`src/rtl/tpuv2_pkg.sv`:
```
// tpuv2_pkg
// Shared constants for the tpuv2 matmul controller: default configuration,
// host address map, FSM state encoding and helpers that derive the number of
// host words per matrix row and index widths.
package tpuv2_pkg;

    localparam int TPU_DIM     = 8;
    localparam int TPU_BITS_AB = 8;
    localparam int TPU_BITS_C  = 16;
    localparam int TPU_DATAW   = 64;
    localparam int TPU_ADDRW   = 16;

    // Byte addresses of the register regions (8-byte word granularity)
    localparam int ADDR_A      = 'h100;
    localparam int ADDR_B      = 'h200;
    localparam int ADDR_C      = 'h300;
    localparam int ADDR_CMD    = 'h400;
    localparam int ADDR_STATUS = 'h408;
    localparam int ADDR_PERF   = 'h410;

    typedef enum logic [1:0] {
        IDLE    = 2'd0,
        CLEAR   = 2'd1,
        COMPUTE = 2'd2,
        DONE    = 2'd3
    } state_t;

    // Host words needed to hold one matrix row of dim elements of bits each
    function automatic int words_per_row(input int dim, input int bits, input int dataw);
        return (dim * bits) / dataw;
    endfunction

    // Index width for n entries, never narrower than one bit
    function automatic int idx_w(input int n);
        return (n > 1) ? $clog2(n) : 1;
    endfunction

    localparam int TPU_WA    = words_per_row(TPU_DIM, TPU_BITS_AB, TPU_DATAW);
    localparam int TPU_WC    = words_per_row(TPU_DIM, TPU_BITS_C, TPU_DATAW);
    localparam int TPU_ROW_W = idx_w(TPU_DIM);

endpackage

```
`src/rtl/tpuv2_skew_feed.sv`:
```
// tpuv2_skew_feed
// Combinational skew generator for the systolic array edges. At step i_t,
// row i of the left edge sees A[i][i_t-i] and column j of the top edge sees
// B[i_t-j][j]; positions outside the matrix are driven with zero.
// Ports:
//   i_en   - feed enable (COMPUTE); outputs are zero when low
//   i_t    - step counter
//   i_a    - A matrix, element [r][c] at bit offset (r*DIM+c)*BITS_AB
//   i_b    - B matrix, same packing as i_a
//   o_a    - left-edge inputs, row i at bit offset i*BITS_AB
//   o_b    - top-edge inputs, column j at bit offset j*BITS_AB
module tpuv2_skew_feed #(
    parameter int DIM     = 8,
    parameter int BITS_AB = 8,
    parameter int T_W     = 5
) (
    input  logic                         i_en,
    input  logic [T_W-1:0]               i_t,
    input  logic [DIM*DIM*BITS_AB-1:0]   i_a,
    input  logic [DIM*DIM*BITS_AB-1:0]   i_b,
    output logic [DIM*BITS_AB-1:0]       o_a,
    output logic [DIM*BITS_AB-1:0]       o_b
);

    always_comb begin
        o_a = '0;
        o_b = '0;
        if (i_en) begin
            for (int i = 0; i < DIM; i++) begin
                for (int k = 0; k < DIM; k++) begin
                    // Element k of row/column i is due on the edge at step i+k
                    if (int'(i_t) == i + k) begin
                        o_a[i*BITS_AB +: BITS_AB] = i_a[(i*DIM + k)*BITS_AB +: BITS_AB];
                        o_b[i*BITS_AB +: BITS_AB] = i_b[(k*DIM + i)*BITS_AB +: BITS_AB];
                    end
                end
            end
        end
    end

endmodule

```
`src/rtl/tpuv2_ctrl.sv`:
```
// tpuv2_ctrl
// Memory-mapped front end for a DIM x DIM systolic MAC array. Holds the A/B
// operand matrices, packs multi-word C row writes, exposes C rows and a
// status word for reads, and sequences a matmul (optional clear, skewed
// operand feed, completion count).
// Optional feature: define TPU_PERF_EN to add a 32-bit busy-cycle counter
// readable at PERF; without it PERF reads 0.
// Ports:
//   clk, rst   - clock, synchronous active-high reset
//   addr       - host byte address, r_w = 1 writes dataIn this cycle
//   dataOut    - read data, combinational from addr
//   busy       - FSM not IDLE
//   arr_en     - array shift/MAC enable
//   arr_a/b    - left-edge A / top-edge B operands
//   arr_c_wr   - write arr_cin into C row arr_crow
//   arr_crow   - C row select for reads and writes
//   arr_cin    - C row write data; arr_cout - C row read data
module tpuv2_ctrl
    import tpuv2_pkg::*;
#(
    parameter int DIM     = TPU_DIM,
    parameter int BITS_AB = TPU_BITS_AB,
    parameter int BITS_C  = TPU_BITS_C,
    parameter int DATAW   = TPU_DATAW,
    parameter int ADDRW   = TPU_ADDRW
) (
    input  logic                        clk,
    input  logic                        rst,
    input  logic [ADDRW-1:0]            addr,
    input  logic                        r_w,
    input  logic [DATAW-1:0]            dataIn,
    output logic [DATAW-1:0]            dataOut,
    output logic                        busy,
    output logic                        arr_en,
    output logic [DIM*BITS_AB-1:0]      arr_a,
    output logic [DIM*BITS_AB-1:0]      arr_b,
    output logic                        arr_c_wr,
    output logic [idx_w(DIM)-1:0]       arr_crow,
    output logic [DIM*BITS_C-1:0]       arr_cin,
    input  logic [DIM*BITS_C-1:0]       arr_cout
);

    localparam int WA     = words_per_row(DIM, BITS_AB, DATAW);
    localparam int WC     = words_per_row(DIM, BITS_C, DATAW);
    localparam int ROW_W  = idx_w(DIM);
    localparam int WA_W   = idx_w(WA);
    localparam int WC_W   = idx_w(WC);
    localparam int T_W    = idx_w(3*DIM - 2);
    localparam int ROWB_A = DIM * BITS_AB;

    state_t              r_state, w_state_nxt;
    logic [T_W-1:0]      r_t, w_t_nxt;
    logic [15:0]         r_count;
    logic [ROWB_A-1:0]   r_a [DIM];
    logic [ROWB_A-1:0]   r_b [DIM];
    logic [DIM*ROWB_A-1:0] w_a_flat, w_b_flat;
    logic [DIM*BITS_C-1:0] w_cin_wr;

    // Address decode
    int w_off_a, w_off_b, w_off_c;
    logic w_hit_a, w_hit_b, w_hit_c, w_wr_ok, w_cmd;
    logic [ROW_W-1:0] w_a_row, w_b_row, w_c_row;
    logic [WA_W-1:0]  w_a_word, w_b_word;
    logic [WC_W-1:0]  w_c_word;

    assign w_off_a  = int'(addr) - ADDR_A;
    assign w_off_b  = int'(addr) - ADDR_B;
    assign w_off_c  = int'(addr) - ADDR_C;
    assign w_hit_a  = (w_off_a >= 0) && (w_off_a < DIM*WA*8);
    assign w_hit_b  = (w_off_b >= 0) && (w_off_b < DIM*WA*8);
    assign w_hit_c  = (w_off_c >= 0) && (w_off_c < DIM*WC*8);
    assign w_a_row  = ROW_W'((w_off_a / 8) / WA);
    assign w_a_word = WA_W'((w_off_a / 8) % WA);
    assign w_b_row  = ROW_W'((w_off_b / 8) / WA);
    assign w_b_word = WA_W'((w_off_b / 8) % WA);
    assign w_c_row  = ROW_W'((w_off_c / 8) / WC);
    assign w_c_word = WC_W'((w_off_c / 8) % WC);

    // Host writes only take effect while IDLE; reset also masks them
    assign w_wr_ok = r_w && !rst && (r_state == IDLE);
    assign w_cmd   = w_wr_ok && (int'(addr) == ADDR_CMD);
    assign busy    = (r_state != IDLE);

    // Operand storage
    always_ff @(posedge clk) begin
        if (rst) begin
            for (int i = 0; i < DIM; i++) begin
                r_a[i] <= '0;
                r_b[i] <= '0;
            end
        end else if (w_wr_ok) begin
            for (int w = 0; w < WA; w++) begin
                if (w_hit_a && w_a_word == WA_W'(w))
                    r_a[w_a_row][w*DATAW +: DATAW] <= dataIn;
                if (w_hit_b && w_b_word == WA_W'(w))
                    r_b[w_b_row][w*DATAW +: DATAW] <= dataIn;
            end
        end
    end

    always_comb begin
        w_a_flat = '0;
        w_b_flat = '0;
        for (int i = 0; i < DIM; i++) begin
            w_a_flat[i*ROWB_A +: ROWB_A] = r_a[i];
            w_b_flat[i*ROWB_A +: ROWB_A] = r_b[i];
        end
    end

    // C row packing: lower words wait in staging, the top word commits the row
    generate
        if (WC > 1) begin : g_stage
            logic [(WC-1)*DATAW-1:0] r_stage;
            always_ff @(posedge clk) begin
                if (rst) begin
                    r_stage <= '0;
                end else if (w_wr_ok && w_hit_c) begin
                    for (int w = 0; w < WC-1; w++) begin
                        if (w_c_word == WC_W'(w))
                            r_stage[w*DATAW +: DATAW] <= dataIn;
                    end
                end
            end
            assign w_cin_wr = {dataIn, r_stage};
        end else begin : g_nostage
            assign w_cin_wr = dataIn;
        end
    endgenerate

    // FSM state register
    always_ff @(posedge clk) begin
        if (rst) begin
            r_state <= IDLE;
            r_t     <= '0;
            r_count <= '0;
        end else begin
            r_state <= w_state_nxt;
            r_t     <= w_t_nxt;
            if (r_state == DONE)
                r_count <= r_count + 16'd1;
        end
    end

    // FSM next state; r_t is the row index in CLEAR and the feed step in COMPUTE
    always_comb begin
        w_state_nxt = r_state;
        w_t_nxt     = r_t;
        case (r_state)
            IDLE: begin
                if (w_cmd) begin
                    w_state_nxt = dataIn[0] ? COMPUTE : CLEAR;
                    w_t_nxt     = '0;
                end
            end
            CLEAR: begin
                if (r_t == T_W'(DIM-1)) begin
                    w_state_nxt = COMPUTE;
                    w_t_nxt     = '0;
                end else begin
                    w_t_nxt = r_t + 1'b1;
                end
            end
            COMPUTE: begin
                if (r_t == T_W'(3*DIM-3)) begin
                    w_state_nxt = DONE;
                    w_t_nxt     = '0;
                end else begin
                    w_t_nxt = r_t + 1'b1;
                end
            end
            DONE:    w_state_nxt = IDLE;
            default: w_state_nxt = IDLE;
        endcase
    end

    // Array C-port control
    always_comb begin
        arr_c_wr = 1'b0;
        arr_crow = '0;
        arr_cin  = '0;
        arr_en   = (r_state == COMPUTE);
        case (r_state)
            IDLE: begin
                if (!rst) begin
                    arr_crow = w_c_row;
                    if (w_wr_ok && w_hit_c && w_c_word == WC_W'(WC-1)) begin
                        arr_c_wr = 1'b1;
                        arr_cin  = w_cin_wr;
                    end
                end
            end
            CLEAR: begin
                arr_c_wr = 1'b1;
                arr_crow = r_t[ROW_W-1:0];
            end
            default: ;
        endcase
    end

    tpuv2_skew_feed #(
        .DIM     (DIM),
        .BITS_AB (BITS_AB),
        .T_W     (T_W)
    ) u_skew_feed (
        .i_en (r_state == COMPUTE),
        .i_t  (r_t),
        .i_a  (w_a_flat),
        .i_b  (w_b_flat),
        .o_a  (arr_a),
        .o_b  (arr_b)
    );

`ifdef TPU_PERF_EN
    // Busy-cycle counter: restarts on an accepted command, holds once IDLE
    logic [31:0] r_perf;
    always_ff @(posedge clk) begin
        if (rst)
            r_perf <= '0;
        else if (w_cmd)
            r_perf <= '0;
        else if (r_state != IDLE)
            r_perf <= r_perf + 32'd1;
    end
`endif

    // Read mux
    always_comb begin
        dataOut = '0;
        if (w_hit_c) begin
            for (int w = 0; w < WC; w++) begin
                if (w_c_word == WC_W'(w))
                    dataOut = arr_cout[w*DATAW +: DATAW];
            end
        end else if (int'(addr) == ADDR_STATUS) begin
            dataOut[31:16] = r_count;
            dataOut[0]     = busy;
        end
`ifdef TPU_PERF_EN
        else if (int'(addr) == ADDR_PERF) begin
            dataOut = DATAW'(r_perf);
        end
`endif
    end

endmodule

```
`config.mk`:
```
export PLATFORM = sky130hd
export DESIGN_NAME = tpuv2_ctrl
export DESIGN_NICKNAME = d
export VERILOG_FILES = /design/src/rtl/tpuv2_pkg.sv /design/src/rtl/tpuv2_skew_feed.sv /design/src/rtl/tpuv2_ctrl.sv
export SDC_FILE = /design/constraint.sdc
export NUM_CORES = 2
export LEC_CHECK = 0
export ABC_AREA = 1
export BUFFER_PORTS_ARGS = -buffer_cell sky130_fd_sc_hd__buf_2
export CORE_MARGIN = 1.5
export CORE_UTILIZATION = 30
export CTS_CLUSTER_SIZE = 20
export DETAILED_ROUTE_END_ITERATION = 7
export PLACE_DENSITY = 0.48
export SYNTH_ARGS = -nofsm -noshare
export SYNTH_HDL_FRONTEND = slang
export SYNTH_SLANG_ARGS = --single-unit
```
`constraint.sdc`:
```
create_clock -name clk -period 3.45 [get_ports clk]
set_input_delay 0.345 -clock clk [delete_from_list [all_inputs] [get_ports clk]]
set_output_delay 0.345 -clock clk [all_outputs]
set_load 0.02 [all_outputs]
```
# Word-level counts from Yosys, hierarchy flattened
# Memory sizes are Yosys's and may differ from the RTL's.
# Index checks and enable logic that the tools add are counted.
word_totals:
  reg_bits: 87
  mem_bits_rw: 1024
  in_bits: 211
  output_inout_bits: 326
  wordCells: 241
  n_memories: 2
mem_list:
  columns: ["memory", "words", "width", "rd", "rd_clocked_by_memory_dff", "write_ports", "line_no", "text"]
  rows:
  - ["r_a", 8, 64, 8, 0, 8, "tpuv2_ctrl.sv:54", "logic [ROWB_A-1:0] r_a [DIM];"]
  - ["r_b", 8, 64, 8, 0, 8, "tpuv2_ctrl.sv:55", "logic [ROWB_A-1:0] r_b [DIM];"]
classes:
  addsub: 9
  n_lt_le_gt_ge: 6
  eq_ne: 24
  n_mux: 170
  bitwise_logic: 5
  reduce_logical: 21
op_table:
  columns: ["cell", "count"]
  rows:
  - ["$mux W8", 128]
  - ["$mux W128", 3]
  - ["$mux W64", 5]
  - ["$reduce_or A64 Y1", 2]
  - ["$ge A17 B1 Y1 const B", 3]
  - ["$eq A5 B5 Y1 const B", 8]
  - ["$lt A17 B8 Y1 const B", 2]
  - ["$sub A16 B10 Y17 const B", 2]
  - ["$add A32 B1 Y32", 1]
  - ["$eq A16 B12 Y1 const B", 2]
  - ["$mux W16", 2]
  - ["$mux W32", 1]
  - ["$eq A5 B4 Y1 const B", 4]
  - ["$lt A17 B9 Y1 const B", 1]
  - ["$sub A16 B9 Y17 const B", 1]
  - ["$add A16 B1 Y16 const B", 1]
  - ["$mux W1", 16]
  - ["$eq A5 B3 Y1 const B", 3]
  - ["$mux W15", 1]
  - ["$mux W5", 3]
  - ["$pmux W5 S3", 1]
  - ["$add A3 B1 Y3", 3]
  - ["$mux W3", 3]
  - ["$reduce_or A3 Y1", 3]
  - ["other kinds (20)", 36]

# Depth between registers and ports, before layout
logic_depth:
  depth_word: 10
  mapped_depth: 15
  depth_no_buf: 14

# By module
# Synthesis repeated with hierarchy kept, for this count alone.
unflattened:
  hier_cells: 5271
  hier_area_um2: 50443.4
by_module_without_submodules:
  columns: ["mod", "instances", "cells_each", "area_each_um2", "seq_area_each_um2"]
  rows:
  - ["tpuv2_ctrl", 1, 3266, 41638.7, 32491.2]
  - ["tpuv2_skew_feed", 1, 2005, 8804.7, 0.0]

# Worst setup path before layout
# No wires, ideal clock.
synth_timing:
  kind: "in2reg"
  from: "in addr[10]"
  to: "mem r_a[3][0] (netlist bit) (enable)"
  setup_time_ns: 0.424
  arrival_time_ns: 3.339
  required_ns: 3.026
  setup_slack_ns: -0.312
  path_stages: 13
  path_buffers: 3
  path_cell_list: "clkbuf_1 nor2_1 nand2_1 nor3_1 ha_1 ha_1 xnor2_1 inv_1 nor2_1 nand2_1 buf_2 buf_1 nand2_1"
synth_lines:
  columns: ["element", "line_no", "text"]
  rows:
  - ["start, declared", "tpuv2_ctrl.sv:29", "input logic [ADDRW-1:0] addr,"]
  - ["end, declared", "tpuv2_ctrl.sv:54", null]

# Worst setup path in the final report
layout_timing:
  from: "reg r_t[1]"
  to: "out arr_b[54]"
layout_via:
  elab_chain_len: 10
  elab_cells_between_ends: 17
  classes_between: "8 x eq/ne; 9 x mux"
layout_lines:
  columns: ["element", "line_no", "text"]
  rows:
  - ["start, declared", "tpuv2_ctrl.sv:52", "logic [T_W-1:0] r_t, w_t_nxt;"]
  - ["start signal, assigned", "tpuv2_ctrl.sv:138", "r_t <= w_t_nxt;"]
  - ["$eq A5 B4 Y1", "tpuv2_skew_feed.sv:32", "if (int'(i_t) == i + k) begin"]
  - ["$mux W8 (7 in a row)", "tpuv2_skew_feed.sv:32", null]
  - ["$mux W8 (*)", "tpuv2_skew_feed.sv:32", null]
  - ["$mux W64 (*)", "tpuv2_skew_feed.sv:28", "if (i_en) begin"]
  - ["end, declared", "tpuv2_ctrl.sv:36", "output logic [DIM*BITS_AB-1:0] arr_b,"]
# Mark *: on every way between the ends. The rest lies on a longest branch, timed or not.

==> flow_metrics.env <==
export IMPL_yosysMostFrequentCell="nor2_1"
export IMPL_clk_path_buf_depth=3
export IMPL_async_flop_share_pct=0
export IMPL_pre_cts_ws_ns=-0.164
export IMPL_worst_hold_path_num_cells=3
export IMPL_dpl_hpwl_mm=153
export IMPL_peakVddDrop_mv=0.454
export IMPL_ioPinCount=537
export IMPL_reg2reg_slack_ns=0.40
export IMPL_r2r_start="r_state[1]"
export IMPL_die_w_um=421
export IMPL_cp_required_ns=3.11
export IMPL_drv_cap=0
export IMPL_end_kind="output pin"
export IMPL_netlist_area_um2=52400
export IMPL_grt_total_usage_pct=25.8
export IMPL_slew_headroom_pct=21.4
export IMPL_hp_class="input pin to flop"
export IMPL_cts_tree="yes"
export IMPL_syn_to_final_growth_pct=28.6
export IMPL_antenna_found_initial=29
export IMPL_drtPass1Iterations=6
export IMPL_grt_overflow=0
export IMPL_setup_viol=0
export IMPL_grt_max_degree=67
export IMPL_fp_dieH_um=421
export IMPL_min_period_over_period_pct=99.7
export IMPL_ys_warnings_count=0
export IMPL_crit_path_max_fanout=27
export IMPL_rsz0062_at_grt="true"
export IMPL_synth_fp_nets=6037
export IMPL_status="completed"
export IMPL_place_congestion=0.870
export IMPL_route_detailed_drc=0
export IMPL_num_fill_cells=17400
export IMPL_p_total_uw=36000
export IMPL_ys_seq_area_share_pct=62.0
export IMPL_synth_largest_area_cell="edfxtp_1"
export IMPL_cp_arrival_ns=3.09
export IMPL_dr_total_vias=44900
export IMPL_io_buffers=536
export IMPL_final_core_util_pct=38.8
export IMPL_synth_top_area_share_pct=58.7
export IMPL_ys_ff_latch=1111
export IMPL_grt_pass1_wl_mm=322
export IMPL_start_util_pct=30.2
export IMPL_tightest_slew_ns=1.17
export IMPL_final_nets=6732
export IMPL_cts_sinks=1111
export IMPL_synthCells=5804
export IMPL_yosys_cell_types_count=38
export IMPL_synthTopCellsByCount="1375 x nor2_1, 1185 x nand2_1, 1024 x edfxtp_1, 409 x o21ai_0, 391 x inv_1"
export IMPL_fin_tns_setup_ns=0
export IMPL_path_clk_slew_ns=0.06
export IMPL_wirelength_mm=240
export IMPL_final_setup_worst_slack_ns=0.0112
export IMPL_powerDensity_nw_per_um2=534
export IMPL_synth_edff_count=1024
export IMPL_ant_nets=0
export IMPL_worstSetupPathType="flop to output pin"
export IMPL_drv_slew=0
export IMPL_cts_root_buf="clkbuf_16"
export IMPL_r2r_cells=11
export IMPL_die_area_um2=177000
export IMPL_fp_coreArea_um2=174000
export IMPL_r2r_end="r_b[2][9]"
export IMPL_cts_made_buffers=120
export IMPL_fmax_mhz=291
export IMPL_num_rows=153
export IMPL_htreeDepth=3
export IMPL_clk_latency_ns=0.74
export IMPL_grt_pass1_vias=41600
export IMPL_min_period_ns=3.44
export IMPL_syn_area_per_cell_um2=9.02
export IMPL_synthTopCellsByArea="edfxtp_1 59%, nor2_1 9.9%, nand2_1 8.5%, o21ai_0 3.9%, nand3_1 3.5%"
export IMPL_drive_gt1_share_pct=22.6
export IMPL_synth_ff_type="edfxtp_1"
export IMPL_min_from="dataIn[40]"
export IMPL_post_drt_wl_per_cell_um=26.9
export IMPL_whs_endpoint="g_stage.r_stage[40]"
export IMPL_crit_path_start_kind="flop"
export IMPL_finalHoldViolations=0
export IMPL_clock_skew_ns=0.0269
export IMPL_leakage_uw=0.0281
export IMPL_drtIter0Drc=5170
export IMPL_avgViaCountPerCell=5.03
-- through the flow --
| step | instances | hold WS, ns | area (um2) |
|---|---|---|---|
| 5_1_grt | 8923 | 0.0562 | 67400 |
| 4_1_cts | 8870 | 0.0158 | 65900 |
| 2_1_floorplan | 5804 | 0.430 | 52400 |
| 3_5_place_dp | 8536 | 0.447 | 59400 |
| 6_report | 8926 | 0.0482 | 67400 |
| 3_3_place_gp | 8536 | 0.447 | 59400 |
-- final cells by class --
cell class,count,area (um2),share of cell area (%)
sequential,1111,32500,48.2
multi-input combinational,3795,17500,26.0
timing repair buffer,1007,8780,13.0
clock buffer,153,3200,4.76
tap,2325,2910,4.32
inverter,464,1800,2.67
clock inverter,68,636,0.943
antenna,3,7.51,0.0111
-- state kept, by name, summed over array words and instances, names as in the netlist --
signal	flops
r_b	512
r_t	5
r_a	512
r_count	16
g_stage.r_stage	64
r_state	2
-- power by group --
part | internal [uW] | switching, uW
clock | 7350 | 5650
sequential | 15100 | 155
combinational | 2410 | 5330
total | 24800 | 11100
-- how the worst max path moves through the flow --
stage / startpoint / cells after the start / slack [ns] / to
4_1_cts: r_t[0] / 13 / -0.06 / arr_a[27]
2_1_floorplan: addr[10] / 15 / 0.16 / arr_crow[2]
5_1_grt: r_t[0] / 16 / -0.08 / arr_b[38]
6_report: r_t[1] / 16 / 0.01 / arr_b[54]
3_5_place_dp: addr[8] / 13 / -0.16 / dataOut[62]
3_3_place_gp: addr[8] / 13 / -0.13 / dataOut[62]
-- repair_timing --
| action | 4_1_cts | 5_1_grt |
|---|---|---|
| cloned | 23 | 20 |
| pin swaps | 34 | 55 |
| gates resized for setup | 279 | 219 |
| hold buffers | 57 | 0 |
| endpoints found under the setup margin | 214 | 189 |
| endpoints found under the hold margin | 57 | 0 |
| setup buffers | 35 | 38 |
-- worst max-delay path, cell delays in order (launching register included) --
cell	delay (ns)
dfxtp_4	0.41
inv_6	0.06
ha_4	0.17
inv_4	0.07
nor2_4	0.04
buf_12	0.14
nand2_8	0.14
bufbuf_16	0.36
o21ai_0	0.10
inv_1	0.05
nand2_1	0.11
nand2_1	0.10
nand2_1	0.05
nand2_1	0.07
nand2_1	0.08
a21oi_2	0.22
buf_4	0.18
-- logic make-up after synthesis --
logic type,Yosys count,synth area share [%]
and+or+nand+nor,3122,24.2
DFF,1111,62.0
buffers and inverters,900,6.89
AOI/OAI and AO/OA,636,6.13
adders and majority gates,22,0.526
xor gates and xnor gates,13,0.217
-- cell usage in the layout, fill, tap and decap left out, types with 42 or more instances in the layout --
cell	synthesis	layout
nand2_2	2	70
dfxtp_1	87	82
nand3_1	370	340
buf_2	170	444
dlygate4sd3_1	0	57
clkinv_1	65	82
o21ai_0	409	403
edfxtp_1	1024	1024
nand2_1	1185	1097
inv_1	391	378
clkbuf_16	0	134
nand4_1	45	45
or2_2	64	64
buf_4	3	331
or2_0	44	42
buf_12	0	84
nor2_1	1375	1330
a21oi_2	0	60
a21oi_1	205	135
-- metal layers --
| layer | routed length, um | up-vias | part of all wire, % | GRT usage (%) |
|---|---|---|---|---|
| met1 | 96000 | 22300 | 40 | 33.6 |
| met2 | 115000 | 1936 | 48 | 43.3 |
| met5 | 107 | - | 0.044 | 0 |
| met3 | 19800 | 338 | 8.2 | 4.10 |
| li1 | - | 20300 | - | - |
| met4 | 9050 | 18 | 3.8 | 8.79 |
No activity file was read; power rests on OpenSTA's default activity.
